## config.mk

```make
export PLATFORM = sky130hd
export DESIGN_NAME = ifetch_prefetch_buffer_flat
export DESIGN_NICKNAME = d
export VERILOG_FILES = /design/src/rtl/ifetch_prefetch_buffer_if.sv /design/src/rtl/ifetch_prefetch_buffer.sv /design/src/flat_wrapper.sv
export SDC_FILE = /design/constraint.sdc
export NUM_CORES = 1
export LEC_CHECK = 0
export CELL_PAD_IN_SITES_DETAIL_PLACEMENT = 0
export CELL_PAD_IN_SITES_GLOBAL_PLACEMENT = 1
export CORE_ASPECT_RATIO = 1.4
export CORE_MARGIN = 2
export CORE_UTILIZATION = 45
export CTS_CLUSTER_DIAMETER = 100
export DETAILED_ROUTE_END_ITERATION = 7
export PLACE_DENSITY = 0.92
export SYNTH_ARGS = -nofsm -noshare
export SYNTH_HDL_FRONTEND = slang
export SYNTH_SLANG_ARGS = --single-unit
export TNS_END_PERCENT = 20
```

## constraint.sdc

```tcl
create_clock -name CLK -period 5.3 [get_ports CLK]
set_input_delay 1.59 -clock CLK [delete_from_list [all_inputs] [get_ports CLK]]
set_output_delay 1.59 -clock CLK [all_outputs]
set_load 0.1 [all_outputs]
```

## src/rtl/ifetch_prefetch_buffer_if.sv

```systemverilog
// Fetch-stage and memory-bus signal bundle for the instruction prefetch buffer.
// The buffer uses the slave view; the fetch stage / memory side uses master.
interface ifetch_prefetch_buffer_if;
    logic        f_ren;
    logic [31:0] f_addr;
    logic [31:0] f_rdata;
    logic        f_busy;
    logic        redirect;
    logic        m_ren;
    logic [31:0] m_addr;
    logic [31:0] m_rdata;
    logic        m_busy;

    modport slave (
        input  f_ren, f_addr, redirect, m_rdata, m_busy,
        output f_rdata, f_busy, m_ren, m_addr
    );

    modport master (
        output f_ren, f_addr, redirect, m_rdata, m_busy,
        input  f_rdata, f_busy, m_ren, m_addr
    );
endinterface

```

## src/rtl/ifetch_prefetch_buffer.sv

```systemverilog
// Sequential instruction prefetch queue between the fetch stage and a blocking memory bus.
// Serves hits from the queue head, forwards an empty-queue fetch straight from the bus, never aborts a bus read.
module ifetch_prefetch_buffer #(
    parameter int unsigned DEPTH    = 2,
    parameter logic [31:0] RESET_PC = 32'h8000_0000
) (
    input logic                      CLK,
    input logic                      nRST,
    ifetch_prefetch_buffer_if.slave  bus
);
    localparam int unsigned   CW   = $clog2(DEPTH + 1);
    localparam logic [CW-1:0] FULL = CW'(DEPTH);

    typedef enum logic [1:0] {IDLE, FETCH, DRAIN} state_t;

    state_t        r_state, w_state_nxt;
    logic [29:0]   r_q_addr [DEPTH];
    logic [31:0]   r_q_data [DEPTH];
    logic [CW-1:0] r_count, w_count_nxt, w_wr_idx;
    logic [29:0]   r_pf_addr, w_pf_addr_nxt;
    logic          r_pf_valid, w_pf_valid_nxt;
    logic [29:0]   r_bus_addr;
    logic          w_active, w_complete, w_hit, w_bypass, w_miss;
    logic          w_inflight_match, w_miss_new, w_flush, w_push, w_pop;
    logic          w_can_fetch, w_load_bus;

    always_comb begin
        w_active         = (r_state != IDLE);
        w_complete       = w_active && !bus.m_busy;
        w_inflight_match = (r_state == FETCH) && (r_bus_addr == bus.f_addr[31:2]);
        // redirect suppresses both ways of satisfying a fetch in its cycle
        w_hit    = bus.f_ren && !bus.redirect && (r_count != '0)
                   && (r_q_addr[0] == bus.f_addr[31:2]);
        w_bypass = bus.f_ren && !bus.redirect && (r_count == '0)
                   && w_inflight_match && !bus.m_busy;
        w_miss     = bus.f_ren && !bus.redirect && !w_hit && !w_bypass;
        w_miss_new = w_miss && !w_inflight_match;
        w_flush    = bus.redirect || w_miss_new;
        w_push     = (r_state == FETCH) && w_complete && !w_bypass && !w_flush;
        w_pop      = w_hit;
        w_wr_idx   = r_count - CW'(w_pop);

        w_count_nxt = w_flush ? '0 : r_count + CW'(w_push) - CW'(w_pop);

        w_pf_addr_nxt = r_pf_addr;
        if (w_miss_new)
            w_pf_addr_nxt = bus.f_addr[31:2];
        else if ((r_state == FETCH) && w_complete)
            w_pf_addr_nxt = r_pf_addr + 30'd1;

        w_pf_valid_nxt = r_pf_valid;
        if (bus.redirect)
            w_pf_valid_nxt = 1'b0;
        else if (w_miss_new)
            w_pf_valid_nxt = 1'b1;

        // next-cycle pointer/occupancy decide whether a new read starts
        w_can_fetch = w_pf_valid_nxt && (w_count_nxt < FULL);
        w_state_nxt = r_state;
        case (r_state)
            IDLE:  if (w_can_fetch) w_state_nxt = FETCH;
            FETCH: begin
                if (w_complete)
                    w_state_nxt = w_can_fetch ? FETCH : IDLE;
                else if (w_flush)
                    w_state_nxt = DRAIN;
            end
            DRAIN: if (w_complete) w_state_nxt = w_can_fetch ? FETCH : IDLE;
            default: w_state_nxt = IDLE;
        endcase
        w_load_bus = (w_state_nxt == FETCH) && ((r_state != FETCH) || w_complete);
    end

    always_ff @(posedge CLK or negedge nRST) begin
        if (!nRST) begin
            r_state    <= IDLE;
            r_count    <= '0;
            r_pf_addr  <= RESET_PC[31:2];
            r_pf_valid <= 1'b1;
            r_bus_addr <= RESET_PC[31:2];
            for (int unsigned i = 0; i < DEPTH; i++) begin
                r_q_addr[i] <= '0;
                r_q_data[i] <= '0;
            end
        end else begin
            r_state    <= w_state_nxt;
            r_count    <= w_count_nxt;
            r_pf_addr  <= w_pf_addr_nxt;
            r_pf_valid <= w_pf_valid_nxt;
            if (w_load_bus)
                r_bus_addr <= w_pf_addr_nxt;
            if (w_pop) begin
                for (int unsigned i = 0; i < DEPTH - 1; i++) begin
                    r_q_addr[i] <= r_q_addr[i + 1];
                    r_q_data[i] <= r_q_data[i + 1];
                end
            end
            // written after the shift so a same-cycle push lands behind the new head
            if (w_push) begin
                for (int unsigned i = 0; i < DEPTH; i++) begin
                    if (CW'(i) == w_wr_idx) begin
                        r_q_addr[i] <= r_bus_addr;
                        r_q_data[i] <= bus.m_rdata;
                    end
                end
            end
        end
    end

    // the bus address stays frozen through FETCH and DRAIN; IDLE shows the prefetch pointer
    assign bus.m_ren   = w_active;
    assign bus.m_addr  = {(r_state == IDLE) ? r_pf_addr : r_bus_addr, 2'b00};
    assign bus.f_busy  = bus.f_ren && !w_hit && !w_bypass;
    assign bus.f_rdata = w_hit ? r_q_data[0] : (w_bypass ? bus.m_rdata : '0);
endmodule

```

## src/flat_wrapper.sv

```systemverilog
// flat-port wrapper written by rule: the top's interface ports become plain ports
module ifetch_prefetch_buffer_flat 
#(
    parameter int unsigned DEPTH    = 2,
    parameter logic [31:0] RESET_PC = 32'h8000_0000
)
  (CLK, nRST, bus_f_ren, bus_f_addr, bus_redirect, bus_m_rdata, bus_m_busy, bus_f_rdata, bus_f_busy, bus_m_ren, bus_m_addr);
  ifetch_prefetch_buffer_if bus_i ();
  input logic CLK;
  input logic nRST;
  input wire logic [$bits(bus_i.f_ren)-1:0] bus_f_ren;
  input wire logic [$bits(bus_i.f_addr)-1:0] bus_f_addr;
  input wire logic [$bits(bus_i.redirect)-1:0] bus_redirect;
  input wire logic [$bits(bus_i.m_rdata)-1:0] bus_m_rdata;
  input wire logic [$bits(bus_i.m_busy)-1:0] bus_m_busy;
  output wire logic [$bits(bus_i.f_rdata)-1:0] bus_f_rdata;
  output wire logic [$bits(bus_i.f_busy)-1:0] bus_f_busy;
  output wire logic [$bits(bus_i.m_ren)-1:0] bus_m_ren;
  output wire logic [$bits(bus_i.m_addr)-1:0] bus_m_addr;
  assign bus_i.f_ren = bus_f_ren;
  assign bus_i.f_addr = bus_f_addr;
  assign bus_i.redirect = bus_redirect;
  assign bus_i.m_rdata = bus_m_rdata;
  assign bus_i.m_busy = bus_m_busy;
  assign bus_f_rdata = bus_i.f_rdata;
  assign bus_f_busy = bus_i.f_busy;
  assign bus_m_ren = bus_i.m_ren;
  assign bus_m_addr = bus_i.m_addr;
  ifetch_prefetch_buffer #(.DEPTH(DEPTH), .RESET_PC(RESET_PC)) u_core (.CLK(CLK), .nRST(nRST), .bus(bus_i));
endmodule
```

After elaboration in Yosys (flattened, before gate mapping) --
Cells that the tools add are included.
Word-level totals: bits in registers 189, output and inout port bits 66
Cells by class: muxes and demuxes 22, $lt $le $gt $ge 1, reductions and logical operators 32, add/sub/neg operators 4, equality and inequality tests 7
Operator list (number):
- $mux W30 | 6
- $mux W32 | 5
- $mux W64 | 1
- $eq A30 B30 Y1 | 2
- $mux W60 | 1
- $add A30 B1 Y30 const B | 1
- $logic_and A1 B1 Y1 | 18
- $mux W2 | 5
- $logic_not A1 Y1 | 6
- $logic_not A2 Y1 | 3
- $pmux W2 S3 | 1
- $eq A2 B1 Y1 const B | 2
- $reduce_bool A2 Y1 | 2
- $sub A2 B1 Y2 | 2
- $mux W1 | 3
- $add A2 B1 Y2 | 1
- $eq A1 B2 Y1 const A | 1
- $eq A2 B2 Y1 const B | 1
- $logic_or A1 B1 Y1 | 2
- $lt A2 B2 Y1 const B | 1
- $ne A2 B1 Y1 const B | 1
- $reduce_and A2 Y1 | 1

Longest topological paths before layout --
Gate-level depths: netlist (run 1).
word-level depth 21, mapped depth 14, mapped depth without buffers 12

Worst setup path after synthesis (run 1) --
OpenSTA, ideal clock, no wires.
kind input-to-output, start input bus_f_addr[24], end output bus_f_busy, cell stages on the path 7, data arrival time 4.557 ns, path buffers 1, setup slack -0.847 ns, path through xnor2_1 > nand4_1 > nor4_1 > nand4_1 > nor2_1 > clkbuf_1 > nor3b_1
Between the ends: cells in the longest elaborated chain, start to end 6, elaborated cells between the ends (all ways) 10
RTL lines:
- start: declaration | RTL line flat_wrapper.sv:12 | input wire logic [$bits(bus_i.f_addr)-1:0] bus_f_addr;
- $eq A30 B30 Y1 | RTL line ifetch_prefetch_buffer.sv:30 | w_inflight_match = (r_state == FETCH) && (r_bus_addr == bus.f_addr[31:2]);
- $logic_and A1 B1 Y1 | RTL line ifetch_prefetch_buffer.sv:30
- $logic_and A1 B1 Y1 (2 in series) | RTL line ifetch_prefetch_buffer.sv:35 | && w_inflight_match && !bus.m_busy;
- $logic_not A1 Y1 | RTL line ifetch_prefetch_buffer.sv:113 | assign bus.f_busy = bus.f_ren && !w_hit && !w_bypass;
- $logic_and A1 B1 Y1 * | RTL line ifetch_prefetch_buffer.sv:113
- end: declaration | RTL line flat_wrapper.sv:17 | output wire logic [$bits(bus_i.f_busy)-1:0] bus_f_busy;
Every way passes the cells marked *; elsewhere a longest branch is shown, timed or not.

Worst setup path in the final report (run 1) --
start input bus_f_addr[26], end output bus_f_rdata[28]
Between the ends: cells in the longest elaborated chain, start to end 6, elaborated cells between the ends (all ways) 8
RTL lines:
- $eq A30 B30 Y1 | RTL line ifetch_prefetch_buffer.sv:30
- $logic_and A1 B1 Y1 | RTL line ifetch_prefetch_buffer.sv:30
- $logic_and A1 B1 Y1 (2 in series) | RTL line ifetch_prefetch_buffer.sv:35
- $mux W32 | RTL line ifetch_prefetch_buffer.sv:114 | assign bus.f_rdata = w_hit ? r_q_data[0] : (w_bypass ? bus.m_rdata : '0);
- $mux W32 * | RTL line ifetch_prefetch_buffer.sv:114
- end: declaration | RTL line flat_wrapper.sv:16 | output wire logic [$bits(bus_i.f_rdata)-1:0] bus_f_rdata;
Marked as above.

==> results.ini, run 1 <==
[outcome]
status=complete, no violations

[place]
globalplace.congestion=0.820
dpl.hpwl_um=17000
numPortBuffers=130
placed_area_um2=12300
pre_cts_ws_ps=-365
dp.cells=1247

[clocking]
clockBufferDepth=2
cts_made_buffers=17
worst_skew_pair.late_latency_ps=440
htree_num_levels=4
cts_tree=done
cts.sinks=189
clk_pin_slew_ps=70
root_buffer=clkbuf_16

[die]
die-area_um2=23400
io-pin-count=135
initial_core_util_pct=45.7
rows=64
die_y_um=180
die_x_um=130
core_area_um2=21900

[logic_synthesis]
synth_most_common_cell=dfrtp_1
ys_top_cells_by_area=dfrtp_1 (47%), mux2_2 (15%), mux2_4 (7.5%)
yosysWarnings=0
synth_top_area_share_pct=46.6
synth_ff_type=dfrtp_1
syn_avg_cell_area_um2=12.4
ys_async_sr_fraction_pct=100
ys_seq_elements=189
netlist_area_um2=10000
yosysTopAreaCell=dfrtp_1
seq_area_frac_synth_pct=47.3
synthCells=805
synth_common_cells=dfrtp_1 (186), mux2_2 (129), nand2_1 (105)
synth.distinct_cells=39
synth_edf_count=0

[route]
vias=6848
drc=0
wirelength_um=26000
vias_per_cell=5.29
drtIter0Drc=283
ant_nets=0
drt-wirelength-per-cell_um=20.1
drt_first_pass_iters=4

[grt]
grt_overflow=0
grt_max_degree=104
antenna_found_initial=1
grt_pass1_vias=7344
grt_util_all_layers_pct=23.1
grt_pass1_wl_um=41300

[sta]
min_period_over_period_pct=99.6
worst_slack_ps=22.0
max-slew-margin-rel_pct=32.7
finalHoldViolations=0
finClkSkew_ps=9.47
slew_viol_final=0
max_clock_freq_mhz=189
whs_ps=464
tns_ps=0
rsz0062_at_grt=yes
tightest_slew_ps=1010
finalSetupViolCount=0
period_needed_ps=5280

[finish]
fin_util_pct=61.3
finalNetCount=1056
fin_area_um2=13400
instances_no_fill=1294
area_growth_pct=34.1
fillerInstances=1665
drive_gt1_share_pct=39.4

[setup_path]
start_kind=input pin
crit_type=input pin to output pin
cp.arrival_ps=3690
slowest_stage=nor4_1
critPathMaxFanout=5
worstPathRequired_ps=3710
max_stage_delay_ps=290
crit_top_cell=buf_4
worst_setup_path_end_kind=output pin
crit_chain=dlygate4sd2_1, buf_4, xor2_1, nor4_1, nand4_1, nor3_4, buf_6, buf_4, a22o_1, buf_12
cp_top_family=buffers and inverters
crit_buf_inv=5

[pwr]
p_total_mw=5.19
ir_drop_uv=239
leakage_nw=6.25
power_density_nw_per_um2=387

[worst_hold_path]
min_path_type=flop to flop

[run]
drv_cap=0

-- worst reg2reg max path: stages (launching register included) --
cell,delay [ps]
dfrtp_1,460
xnor2_2,190
buf_4,140
nand4_1,110
nor4_2,300
nand4_1,230
buf_4,200
buf_4,120
buf_4,130
a31o_4,220
nor3b_1,210
ha_1,190
xor2_1,170
xnor2_1,180
nand2_1,80
a211o_1,320
buf_4,230
mux2_2,320
-- what timing repair did --
item / CTS / global route
gates cloned: 5 / 0
endpoints found under the setup margin: 33 / 33
pin swaps: 26 / 27
gates resized for setup: 66 / 42
setup buffers: 9 / 0
hold buffers: 0 / 0
-- worst paths after layout --
path,start,end,slack [ps],depth (start not counted)
setup reg to reg,u_core.r_bus_addr[1],u_core.r_bus_addr[19],1380,17
max in group asynchronous,nRST,u_core.r_pf_addr[14],3130,2
hold reg to reg,u_core.r_pf_valid,u_core.r_pf_valid,460,2
setup / recovery,bus_f_addr[26],bus_f_rdata[28],20,10
hold / removal,u_core.r_pf_valid,u_core.r_pf_valid,460,2
min in group asynchronous,nRST,u_core.r_bus_addr[24],1270,1
-- cells by family after synthesis --
logic type	Yosys count	synth area share (%)
AOI/OAI and AO/OA	39	3.32
xor gates and xnor gates	92	8.06
muxes	245	29.5
buffers and inverters	47	2.39
other	1	0.0375
adders and majority gates	5	0.601
and+or+nand+nor	187	8.77
DFF	189	47.3
-- cell usage in the layout, fill, tap and decap left out, types with 14 or more instances in the layout --
master | Yosys | routed
xnor2_2 | 0 | 14
nand2_1 | 105 | 105
clkdlybuf4s50_1 | 0 | 50
dfrtp_1 | 186 | 186
buf_12 | 0 | 44
clkbuf_16 | 0 | 17
mux2_1 | 66 | 66
mux2_4 | 50 | 50
mux2_2 | 129 | 129
a22o_4 | 0 | 15
xnor2_1 | 42 | 28
xor2_1 | 50 | 49
buf_4 | 2 | 64
-- flip-flops by register name, indices dropped and copies added (netlist names) --
signal and flops:
u_core.r_bus_addr 30, u_core.r_count 2, u_core.r_pf_addr 30, u_core.r_pf_valid 1, u_core.r_q_addr 60, u_core.r_q_data 64, u_core.r_state 2
-- layer usage --
layer	vias to the layer above	GRT usage (%)	wire length [um]
li1	3193	-	-
met2	163	39.6	13700
met5	-	0	0
met1	3456	28.1	10300
met3	36	5.20	1290
met4	0	8.95	722
-- layout make-up --
cell class	instances	area [um^2]	area share [%]
diodes	1	2.50	0.0187
clock buffers	21	470	3.51
clock inverters	11	133	0.990
inverters	7	26.3	0.196
multi-input cells	570	5370	40.1
flip-flops and latches	189	4730	35.3
well taps	297	372	2.77
repair buffers	198	2290	17.1
-- power by group --
part / internal, mW / switching (mW) / total, mW / leakage (nW)
clock network: 0.740 / 0.582 / 1.32 / 0.296
logic: 0.715 / 1.07 / 1.79 / 3.56
registers: 1.77 / 0.313 / 2.08 / 2.39
total: 3.22 / 1.97 / 5.19 / 6.25
No activity file was read; power rests on OpenSTA's default activity.
==> run 2: changes to the inputs <==
Settings changed: REMOVE_ABC_BUFFERS set to 1.
Clock period 5.3 ns to 5.1 ns, I/O delays scaled along.
==> results.ini, run 2 (synthesized netlist as in run 1, its figures left out) <==
[place]
numPortBuffers=130  ; unchanged
globalplace.congestion=0.796  ; -2.9%
pre_cts_ws_ps=-347  ; +18.5 ps
dp.cells=1242  ; -0.40%
dpl.hpwl_um=16900  ; -0.79%

[finish]
fillerInstances=1665  ; unchanged
layout_commonest_cell=dfrtp_1
seqCellArea_um2=4730  ; unchanged
n_antenna_cell=0  ; -1
instances_no_fill=1293  ; -0.077%
final_cell_mix=dfrtp_1 (186), mux2_2 (129), nand2_1 (104)
finalNetCount=1058  ; +0.19%
area_growth_pct=35.4
drive_gt1_share_pct=42.9  ; +3.5 points
reg_top3=u_core.r_q_data (64), u_core.r_q_addr (60)
multi_input_area_um2=5530  ; +2.9%
top_register=u_core.r_q_data
largest_reg_flops=64  ; unchanged

[route]
ant_nets=0  ; unchanged
drt-wirelength-per-cell_um=20.5  ; +1.8%
wirelength_um=26500  ; +1.7%
vias_per_cell=5.38  ; +1.6%
vias=6952  ; +1.5%
drc=0  ; unchanged
drt_first_pass_iters=5  ; +1
drtIter0Drc=275  ; -2.8%

[clocking]
root_buffer=clkbuf_16
postCtsHoldBufs=0  ; unchanged
worst_skew_pair.late_latency_ps=440  ; about the same
clockBufferDepth=2  ; unchanged
cts_made_buffers=17  ; unchanged
clk_pin_slew_ps=60  ; about the same
htree_num_levels=4  ; unchanged
cts.sinks=189  ; unchanged
cts_tree=done

[setup_path]
max_stage_delay_ps=300  ; about the same
crit_buf_inv=6  ; +1
cp_top_family=buffers and inverters
slowest_stage=nor4_2
crit_top_cell=buf_4
critPathMaxFanout=5  ; unchanged
critical_path.reg2reg.startpoint=u_core.r_bus_addr[22]
worst_setup_path_end_kind=output pin
cp.depth=11  ; +1
cp.arrival_ps=3510  ; -180 ps
start_kind=input pin
r2r_end=u_core.r_bus_addr[19]
reg2reg_depth=18  ; +1
worstPathRequired_ps=3570  ; -140 ps
r2r_slack_ps=1180  ; -200 ps
crit_chain=clkdlybuf4s15_1, xor2_1, nor4_2, buf_4, nand4_1, buf_4, nor2_4, buf_6, buf_16, a22o_1, buf_12
crit_type=input pin to output pin

[sta]
slew_viol_final=0  ; unchanged
tns_ps=0  ; unchanged
min_period_over_period_pct=98.8
finalSetupViolCount=0  ; unchanged
tightest_slew_ps=969  ; -40.6 ps
finClkSkew_ps=9.78  ; +0.309 ps
finalHoldViolations=0  ; unchanged
worst_slack_ps=62.6  ; +40.6 ps
rsz0062_at_grt=no
period_needed_ps=5040
max_clock_freq_mhz=199
max-slew-margin-rel_pct=35.2  ; +2.5 points

[worst_hold_path]
worstHoldStart=u_core.r_pf_valid
min_path_type=flop to flop
hold_end=u_core.r_pf_valid
hold-path-cell-count=2  ; unchanged

[die]
initial_core_util_pct=45.7  ; unchanged
core_area_um2=21900  ; unchanged
die_x_um=130  ; unchanged
rows=64  ; unchanged
die_y_um=180  ; unchanged
die-area_um2=23400  ; unchanged
io-pin-count=135  ; unchanged

[grt]
grt_util_all_layers_pct=22.8  ; -0.32 points
grt_pass1_wl_um=41000  ; -0.78%
grt_overflow=0  ; unchanged
grt_max_degree=91  ; -13%
grt_pass1_vias=7509  ; +2.2%
antenna_found_initial=0  ; -1

[run]
drv_cap=0  ; unchanged

[pwr]
leakage_nw=6.36  ; +1.7%
power_density_nw_per_um2=403  ; +4.2%
ir_drop_uv=246  ; +2.9%

[outcome]
status=complete, no violations

==> run 2: cell type report <==
cell class                 count  area share [%]
tap                          297            2.74
clock buffer                  19            3.27
multi-input combinational    570            40.8
inverter                       7           0.194
sequential                   189            35.0
clock inverter                11            1.42
timing repair buffer         200            16.6
==> run 2: worst reg2reg max path: cells and delay by family, from the launching register on <==
| kind | cells | cell delay (ps) |
|---|---|---|
| buffers and inverters | 6 | 910 |
| DFF | 1 | 450 |
| adders and majority gates | 1 | 200 |
| and+or+nand+nor | 5 | 810 |
| xor gates and xnor gates | 3 | 530 |
| muxes | 1 | 320 |
| AOI/OAI and AO/OA | 2 | 570 |
==> run 2: through the flow <==
step / hold WS [ps] / total power, mW / cell area, um^2 / utilization (%)
after global routing: 485 / 5.71 / 13500 / 61.9
after detailed placement: 452 / 3.94 / 12200 / 55.9
after CTS: 462 / 5.44 / 13200 / 60.5
final: 460 / 5.46 / 13500 / 61.9
after floorplan: 437 / 3.41 / 9790 / -
after global placement: 448 / 3.88 / 12200 / 55.9
==> run 2: power by group <==
group | internal [mW] | switching, mW
sequential | 1.84 | 0.337
combinational | 0.725 | 1.11
clock | 0.877 | 0.570
==> run 2: how the worst max path moves through the flow <==
| stage | slack [ps] | endpoint | start |
|---|---|---|---|
| detailed placement | -350 | bus_f_rdata[27] | bus_f_addr[3] |
| global route | 1 | bus_f_rdata[5] | bus_f_addr[3] |
| finish | 60 | bus_f_rdata[5] | bus_f_addr[29] |
| global placement | -340 | bus_f_rdata[27] | bus_f_addr[3] |
| floorplan | -4150 | u_core.r_q_addr[59] | bus_f_addr[26] |
| CTS | -4 | bus_f_rdata[16] | bus_f_addr[20] |
==> run 2: metal layers <==
| layer | global-route usage (%) | routed length [um] | part of all wire (%) | vias to the layer above |
|---|---|---|---|---|
| met2 | 40.1 | 14400 | 54 | 175 |
| met4 | 8.22 | 711 | 2.7 | 0 |
| met3 | 5.61 | 1300 | 4.9 | 50 |
| li1 | - | - | - | 3195 |
| met1 | 26.7 | 10100 | 38 | 3532 |
| met5 | 0 | 0 | 0 | - |
==> run 2: what timing repair did <==
| item | 4_1_cts | 5_1_grt |
|---|---|---|
| setup buffers | 10 | 4 |
| pin swaps | 22 | 26 |
| cloned | 3 | 4 |
| resized for setup | 74 | 65 |
| endpoints found under the setup margin | 33 | 33 |
